### config.mk
export PLATFORM = sky130hd
export DESIGN_NAME = avalon_bus_router_flat
export DESIGN_NICKNAME = d
export VERILOG_FILES = /design/src/rtl/avalon_bus_router_if.sv /design/src/rtl/avalon_bus_router.sv /design/src/flat_wrapper.sv
export SDC_FILE = /design/constraint.sdc
export NUM_CORES = 1
export LEC_CHECK = 0
export CELL_PAD_IN_SITES_DETAIL_PLACEMENT = 1
export CELL_PAD_IN_SITES_GLOBAL_PLACEMENT = 2
export CORE_UTILIZATION = 24
export CTS_CLUSTER_SIZE = 12
export DETAILED_ROUTE_END_ITERATION = 8
export PLACE_DENSITY_LB_ADDON = 0.05
export SYNTH_ARGS = -nofsm -noshare
export SYNTH_HDL_FRONTEND = slang
export SYNTH_SLANG_ARGS = --single-unit
### constraint.sdc
create_clock -name Clock -period 2.2 [get_ports Clock]
set_clock_uncertainty 0.15 [all_clocks]
set_input_delay 0.33 -clock Clock [delete_from_list [all_inputs] [get_ports Clock]]
set_output_delay 0.33 -clock Clock [all_outputs]
set_load 0.05 [all_outputs]
### src/rtl/avalon_bus_router_if.sv
// ----------------------------------------------------------------------------
// Bus interfaces for avalon_bus_router.
//
// cpu_bus_if : CPU data port. The CPU is the master; the router is the slave.
//   ReadData / WriteData  request strobes, held by the CPU until DataDone
//   DataAddr / BusIn      address and write data
//   BusOut                registered read data
//   DataDone / DataError  one-cycle completion pulse and its error flag
//
// dev_bus_if : Avalon-style slave fabric. The router is the master; the
//              attached devices are the slaves.
//   dev_read / dev_write  one-hot read and write strobes
//   dev_addr / dev_wdata  latched slave offset and write data
//   dev_rdata             packed read data, slave i at [i*DATA_W +: DATA_W]
//   dev_waitreq           per-slave waitrequest, active-high
// ----------------------------------------------------------------------------
interface cpu_bus_if #(
  parameter int DATA_W = 16,
  parameter int ADDR_W = 16
);
  logic              ReadData;
  logic              WriteData;
  logic [ADDR_W-1:0] DataAddr;
  logic [DATA_W-1:0] BusIn;
  logic [DATA_W-1:0] BusOut;
  logic              DataDone;
  logic              DataError;

  modport master (
    output ReadData, WriteData, DataAddr, BusIn,
    input  BusOut, DataDone, DataError
  );

  modport slave (
    input  ReadData, WriteData, DataAddr, BusIn,
    output BusOut, DataDone, DataError
  );
endinterface

interface dev_bus_if #(
  parameter int DATA_W  = 16,
  parameter int OFS_W   = 12,
  parameter int NUM_DEV = 3
);
  logic [NUM_DEV-1:0]        dev_read;
  logic [NUM_DEV-1:0]        dev_write;
  logic [OFS_W-1:0]          dev_addr;
  logic [DATA_W-1:0]         dev_wdata;
  logic [NUM_DEV*DATA_W-1:0] dev_rdata;
  logic [NUM_DEV-1:0]        dev_waitreq;

  modport master (
    output dev_read, dev_write, dev_addr, dev_wdata,
    input  dev_rdata, dev_waitreq
  );

  modport slave (
    input  dev_read, dev_write, dev_addr, dev_wdata,
    output dev_rdata, dev_waitreq
  );
endinterface

### src/rtl/avalon_bus_router.sv
// ----------------------------------------------------------------------------
// avalon_bus_router
//
// Routes CPU data-port requests to one of NUM_DEV Avalon-style slaves chosen
// by the top SEL_W address bits. A request is latched in IDLE, the selected
// slave is strobed in ACCESS until it drops waitrequest (or the wait counter
// hits TIMEOUT), the response is presented for one cycle in RESP, and RELEASE
// waits for the CPU to drop its strobes so a held request is not reissued.
//
// Ports
//   Clock  clock
//   Reset  asynchronous, active-high
//   cpu    cpu_bus_if.slave  : CPU request / registered response
//   dev    dev_bus_if.master : one-hot slave strobes, offset, data, waitreq
//
// Every output comes straight from a flop; inputs reach outputs only
// through the registers.
// ----------------------------------------------------------------------------
module avalon_bus_router #(
  parameter int DATA_W  = 16,
  parameter int ADDR_W  = 16,
  parameter int SEL_W   = 4,
  parameter int NUM_DEV = 3,
  parameter int TIMEOUT = 255
) (
  input  logic      Clock,
  input  logic      Reset,
  cpu_bus_if.slave  cpu,
  dev_bus_if.master dev
);

  localparam int OFS_W = ADDR_W - SEL_W;
  localparam int CNT_W = (TIMEOUT > 0) ? $clog2(TIMEOUT + 1) : 1;
  localparam logic [CNT_W-1:0] CNT_MAX = '1;

  typedef enum logic [1:0] {IDLE, ACCESS, RESP, RELEASE} state_t;

  state_t              state_q, state_d;
  logic [SEL_W-1:0]    idx_q, idx_d;
  logic                is_write_q, is_write_d;
  logic [CNT_W-1:0]    cnt_q, cnt_d;
  logic [NUM_DEV-1:0]  read_q, read_d;
  logic [NUM_DEV-1:0]  write_q, write_d;
  logic [OFS_W-1:0]    addr_q, addr_d;
  logic [DATA_W-1:0]   wdata_q, wdata_d;
  logic [DATA_W-1:0]   rdata_q, rdata_d;
  logic                done_q, done_d;
  logic                error_q, error_d;

  logic                req;
  logic [SEL_W-1:0]    req_idx;
  logic                req_mapped;
  logic [NUM_DEV-1:0]  req_onehot;
  logic [DATA_W-1:0]   sel_rdata;
  logic                sel_wait;
  logic [CNT_W:0]      cnt_inc;
  logic                timed_out;

  // Request decode and selected-slave mux. The mux is driven by the latched
  // index so late changes on DataAddr cannot redirect an access in flight.
  always_comb begin
    // NOTE: every variable gets a default before any branch, so no path can
    // leave it unassigned and no latch is inferred.
    req        = cpu.ReadData | cpu.WriteData;
    req_idx    = cpu.DataAddr[ADDR_W-1 -: SEL_W];
    req_mapped = (int'(req_idx) < NUM_DEV);
    req_onehot = '0;
    sel_rdata  = '0;
    sel_wait   = 1'b0;
    for (int i = 0; i < NUM_DEV; i++) begin
      if (req_idx == SEL_W'(i)) req_onehot[i] = 1'b1;
      if (idx_q == SEL_W'(i)) begin
        sel_rdata = dev.dev_rdata[i*DATA_W +: DATA_W];
        sel_wait  = dev.dev_waitreq[i];
      end
    end
    cnt_inc   = {1'b0, cnt_q} + 1'b1;
    timed_out = (TIMEOUT != 0) && (cnt_inc == (CNT_W + 1)'(TIMEOUT));
  end

  // State register plus all registered outputs and latched request fields.
  always_ff @(posedge Clock or posedge Reset) begin
    // NOTE: the reset branch covers every flop, including the datapath
    // latches, so slaves see strobes drop the moment Reset rises.
    if (Reset) begin
      state_q    <= IDLE;
      idx_q      <= '0;
      is_write_q <= 1'b0;
      cnt_q      <= '0;
      read_q     <= '0;
      write_q    <= '0;
      addr_q     <= '0;
      wdata_q    <= '0;
      rdata_q    <= '0;
      done_q     <= 1'b0;
      error_q    <= 1'b0;
    end else begin
      // NOTE: non-blocking assignments let every flop sample the same
      // pre-edge values regardless of statement order.
      state_q    <= state_d;
      idx_q      <= idx_d;
      is_write_q <= is_write_d;
      cnt_q      <= cnt_d;
      read_q     <= read_d;
      write_q    <= write_d;
      addr_q     <= addr_d;
      wdata_q    <= wdata_d;
      rdata_q    <= rdata_d;
      done_q     <= done_d;
      error_q    <= error_d;
    end
  end

  // Next-state logic.
  always_comb begin
    state_d = state_q;
    case (state_q)
      IDLE:    if (req) state_d = req_mapped ? ACCESS : RESP;
      ACCESS:  if (!sel_wait || timed_out) state_d = RESP;
      RESP:    state_d = RELEASE;
      RELEASE: if (!req) state_d = IDLE;
      default: state_d = IDLE;
    endcase
  end

  // Output logic: next values of the registered outputs. Strobes default to
  // 0 so they drop on any exit from ACCESS; response fields default to hold
  // so BusOut/DataError keep their value until the next RESP.
  always_comb begin
    idx_d      = idx_q;
    is_write_d = is_write_q;
    addr_d     = addr_q;
    wdata_d    = wdata_q;
    rdata_d    = rdata_q;
    error_d    = error_q;
    cnt_d      = cnt_q;
    read_d     = '0;
    write_d    = '0;
    done_d     = 1'b0;
    case (state_q)
      IDLE: begin
        if (req) begin
          // Both strobes high is treated as a write.
          idx_d      = req_idx;
          is_write_d = cpu.WriteData;
          addr_d     = cpu.DataAddr[OFS_W-1:0];
          wdata_d    = cpu.BusIn;
          cnt_d      = '0;
          if (req_mapped) begin
            read_d  = cpu.WriteData ? '0 : req_onehot;
            write_d = cpu.WriteData ? req_onehot : '0;
          end else begin
            rdata_d = '0;
            error_d = 1'b1;
            done_d  = 1'b1;
          end
        end
      end
      ACCESS: begin
        if (!sel_wait) begin
          if (!is_write_q) rdata_d = sel_rdata;
          error_d = 1'b0;
          done_d  = 1'b1;
        end else if (timed_out) begin
          rdata_d = '0;
          error_d = 1'b1;
          done_d  = 1'b1;
        end else begin
          read_d  = read_q;
          write_d = write_q;
          // Saturate rather than wrap when TIMEOUT is 0 (timeout disabled).
          if (cnt_q != CNT_MAX) cnt_d = cnt_inc[CNT_W-1:0];
        end
      end
      default: ;
    endcase
  end

  assign cpu.BusOut    = rdata_q;
  assign cpu.DataDone  = done_q;
  assign cpu.DataError = error_q;
  assign dev.dev_read  = read_q;
  assign dev.dev_write = write_q;
  assign dev.dev_addr  = addr_q;
  assign dev.dev_wdata = wdata_q;

endmodule
### src/flat_wrapper.sv
// flat-port wrapper written by rule: the top's interface ports become plain ports
module avalon_bus_router_flat 
#(
  parameter int DATA_W  = 16,
  parameter int ADDR_W  = 16,
  parameter int SEL_W   = 4,
  parameter int NUM_DEV = 3,
  parameter int TIMEOUT = 255
)
  (Clock, Reset, cpu_ReadData, cpu_WriteData, cpu_DataAddr, cpu_BusIn, cpu_BusOut, cpu_DataDone, cpu_DataError, dev_dev_read, dev_dev_write, dev_dev_addr, dev_dev_wdata, dev_dev_rdata, dev_dev_waitreq);
  cpu_bus_if #(.DATA_W(DATA_W), .ADDR_W(ADDR_W)) cpu_i ();
  dev_bus_if #(.DATA_W(DATA_W), .NUM_DEV(NUM_DEV)) dev_i ();
  input  logic Clock;
  input  logic Reset;
  input wire logic [$bits(cpu_i.ReadData)-1:0] cpu_ReadData;
  input wire logic [$bits(cpu_i.WriteData)-1:0] cpu_WriteData;
  input wire logic [$bits(cpu_i.DataAddr)-1:0] cpu_DataAddr;
  input wire logic [$bits(cpu_i.BusIn)-1:0] cpu_BusIn;
  output wire logic [$bits(cpu_i.BusOut)-1:0] cpu_BusOut;
  output wire logic [$bits(cpu_i.DataDone)-1:0] cpu_DataDone;
  output wire logic [$bits(cpu_i.DataError)-1:0] cpu_DataError;
  output wire logic [$bits(dev_i.dev_read)-1:0] dev_dev_read;
  output wire logic [$bits(dev_i.dev_write)-1:0] dev_dev_write;
  output wire logic [$bits(dev_i.dev_addr)-1:0] dev_dev_addr;
  output wire logic [$bits(dev_i.dev_wdata)-1:0] dev_dev_wdata;
  input wire logic [$bits(dev_i.dev_rdata)-1:0] dev_dev_rdata;
  input wire logic [$bits(dev_i.dev_waitreq)-1:0] dev_dev_waitreq;
  assign cpu_i.ReadData = cpu_ReadData;
  assign cpu_i.WriteData = cpu_WriteData;
  assign cpu_i.DataAddr = cpu_DataAddr;
  assign cpu_i.BusIn = cpu_BusIn;
  assign cpu_BusOut = cpu_i.BusOut;
  assign cpu_DataDone = cpu_i.DataDone;
  assign cpu_DataError = cpu_i.DataError;
  assign dev_dev_read = dev_i.dev_read;
  assign dev_dev_write = dev_i.dev_write;
  assign dev_dev_addr = dev_i.dev_addr;
  assign dev_dev_wdata = dev_i.dev_wdata;
  assign dev_i.dev_rdata = dev_dev_rdata;
  assign dev_i.dev_waitreq = dev_dev_waitreq;
  avalon_bus_router #(.DATA_W(DATA_W), .ADDR_W(ADDR_W), .SEL_W(SEL_W), .NUM_DEV(NUM_DEV), .TIMEOUT(TIMEOUT)) u_core (.Clock(Clock), .Reset(Reset), .cpu(cpu_i), .dev(dev_i));
endmodule
==> flow_summary.toml <==
[sta]
drv_slew = 0
max_slew.worst_pin.slew_ns = 0.559
rsz0062_at_grt = "yes"
period_minus_slack_ns = 2.22
setup_viol = 10
fin_crit_sh_pct = 101
finalSetupTns_ns = -0.110
fin_ws_ns = -0.0246
final_hold_viol_count = 0
timing.fmax_ghz = 0.450
maxSlewHeadroom_pct = 62.6

[logic_synthesis]
synth_top_area_cell = "dfrtp_1"
synth_flop_cell = "dfrtp_1"
ys_warn_count = 0
synth_fp_nets = 398
synthesis.area_mm2 = 0.00342
synth_edf_count = 0
netlist_instances = 305
synth.ff_latch_count = 67
syn_avg_cell_area_um2 = 11.2
yosysMostFrequentCell = "dfrtp_1"
synth_seq_area_share_pct = 49.0
synthTopCellsByCount = "dfrtp_1 (67), mux2_2 (38), nand2_1 (23), o21ai_0 (23), nand3_1 (20)"
synth_top_area_share_pct = 49.0
synth_area_leaders = "dfrtp_1 (49%), mux2_2 (13%), mux2i_1 (5.6%)"
synth-async-reset-ratio_pct = 100
ys_types = 49

[route]
drt_first_pass_iters = 4
dr.first_iter.drc_count = 69
ant_nets = 0
drt_wl_total_mm = 11.3
vias = 3152
drc = 0
avgViaCountPerCell = 4.61
wl_per_cell_um = 16.6

[setup_path]
start_kind = "flop"
rr_startpoint = "u_core.cnt_q[0]"
path_class = "reg -> reg"
crit_fanout = 6
critPathArrivalTime_ns = 2.30
crit_path_start = "u_core.cnt_q[0]"
crit_required_ns = 2.27
crit_path_end_kind = "flop"

[global_route]
grt_first_pass_wirelength_mm = 18.0
grt_max_degree = 35
grt_pass1_vias = 3421
grt_usage_pct = 16.1
grt-ovfl-total = 0
antenna_found_initial = 0

[floorplanning]
core.rowCount = 43
die-area_mm2 = 0.0147
die_y_um = 121
io_pins = 139
core-area_mm2 = 0.0139
start_util_pct = 24.7
fp.dieW_um = 121

[placed_design]
gp_congestion = 0.747
portBuffers = 138
dp_hpwl_mm = 8.19

[clock_network]
h-tree-depth = 3
hold_buffers = 0
cts.sinks = 67
clock_path_buffers = 2
cts_tree = "done"
cts_buffers = 9
clock-root-buffer = "clkbuf_16"
clk_latency_ns = 0.34
path_clk_slew_ns = 0.06

[cells_and_area]
fill_cells = 1520
multiInputGateArea_mm2 = 0.00185
final_core_util_pct = 43.3
seq_area_mm2 = 0.00168
syn_to_final_growth_pct = 75.8
nets = 592
n_antenna_cell = 0
drive_above_1_share_pct = 31.9

[power]
p_int_mw = 4.44
clkPwrFrac_pct = 19.1
comb_power_share_pct = 56.9
switching_share_pct = 42.4
vdd_drop_max_mv = 0.648
power_leakage_nw = 2.46
sequentialPowerShare_pct = 24.0
p_switching_mw = 3.26
power.density_mw_per_mm2 = 1280

[flow_run]
max_cap_violations = 0

[status]
violations = "setup timing"
status = "finished with violations"

[worst_hold_path]
min_path_type = "in -> async"
==> cells by family (layout without fill, tap and decap cells) <==
logic type      Yosys count  count (layout)  share of synthesized area, %
xor+xnor                  4               4                          1.02
compound gates           61              61                          13.2
mux                      58              58                          18.5
simple gates             84              84                          13.0
flops                    67              67                          49.0
buf+inv                  25             224                          3.07
fa+ha+maj                 6               6                          2.19
==> final timing paths <==
kind | cells after the start | to | slack, ns
setup / recovery | 8 | u_core.state_q[0] | -0.02
hold / removal | 3 | u_core.dev.dev_wdata[10] | 0.27
setup reg to reg | 8 | u_core.state_q[0] | -0.02
hold reg to reg | 1 | u_core.cpu.BusOut[14] | 0.34
max in group asynchronous | 3 | u_core.idx_q[2] | 1.25
min in group Clock | 1 | u_core.cpu.BusOut[14] | 0.34
==> worst max-delay path, cell delays in order, from the launching register on <==
cell and delay (ns):
dfrtp_1 0.39, ha_4 0.19, nand3_4 0.11, xnor2_2 0.17, nand3_2 0.13, o41ai_4 0.39
buf_6 0.19, o211ai_4 0.08, mux2_4 0.31
==> power by group through the flow <==
stage / Clock [mW] / Sequential (mW) / Combinational (mW)
5_1_grt: 1.55 / 1.90 / 4.68
2_1_floorplan: 0 / 2.86 / 1.53
3_5_place_dp: 0 / 1.86 / 4.05
6_report: 1.47 / 1.85 / 4.38
4_1_cts: 1.52 / 1.86 / 4.19
3_3_place_gp: 0 / 1.84 / 4.02
==> through the flow <==
stage / total power, mW / hold WS (ns) / setup WS, ns / instance area [um2] / std cells
floorplan: 4.39 / 0.326 / -0.122 / 3500 / 305
global placement: 5.87 / 0.322 / -0.473 / 5440 / 654
detailed placement: 5.91 / 0.326 / -0.503 / 5440 / 654
CTS: 7.57 / 0.290 / -0.105 / 5830 / 674
global route: 8.13 / 0.323 / -0.113 / 6020 / 684
finish: 7.70 / 0.266 / -0.0246 / 6020 / 684
==> routing by layer <==
metal | GRT usage (%) | up-vias | wire, um
met1 | 20.4 | 1548 | 5120
met3 | 5.08 | 10 | 806
met2 | 25.4 | 97 | 5240
met5 | 0 | - | 0
li1 | - | 1497 | -
met4 | 5.79 | 0 | 160
==> layout make-up <==
cell class / count / share of cell area [%]
Clock inverter: 6 / 1.08
Multi-Input combinational cell: 213 / 30.8
Inverter: 9 / 0.561
Sequential cell: 67 / 27.9
Clock buffer: 10 / 3.97
Timing Repair Buffer: 199 / 31.9
Tap cell: 180 / 3.74
==> registers in the layout (all words and copies together) (netlist names) <==
signal / count
u_core.cnt_q: 8
u_core.cpu.BusOut: 16
u_core.cpu.DataDone: 1
u_core.cpu.DataError: 1
u_core.dev.dev_addr: 12
u_core.dev.dev_read: 3
u_core.dev.dev_wdata: 16
u_core.dev.dev_write: 3
u_core.idx_q: 4
u_core.is_write_q: 1
u_core.state_q: 2
==> placed cells by master, fill, tap and decap left out, drive strengths merged, types with 3 or more instances in the layout <==
cell type,instances
a21oi,4
buf,61
clkbuf,10
clkdlybuf4s50,138
clkinv,4
dfrtp,67
ha,6
inv,9
mux2,39
mux2i,19
nand2,23
nand2b,3
nand3,22
nor2,16
nor3,4
o21ai,25
o2bb2ai,17
xnor2,4
==> timing repair <==
item | 4_1_cts | 5_1_grt
setup endpoints to repair | 33 | 32
setup buffers | 4 | 10
gates resized for setup | 9 | 23
endpoints found under the hold margin | 0 | 0
pin swaps | 5 | 7
Power figures use the tool's default switching activity.
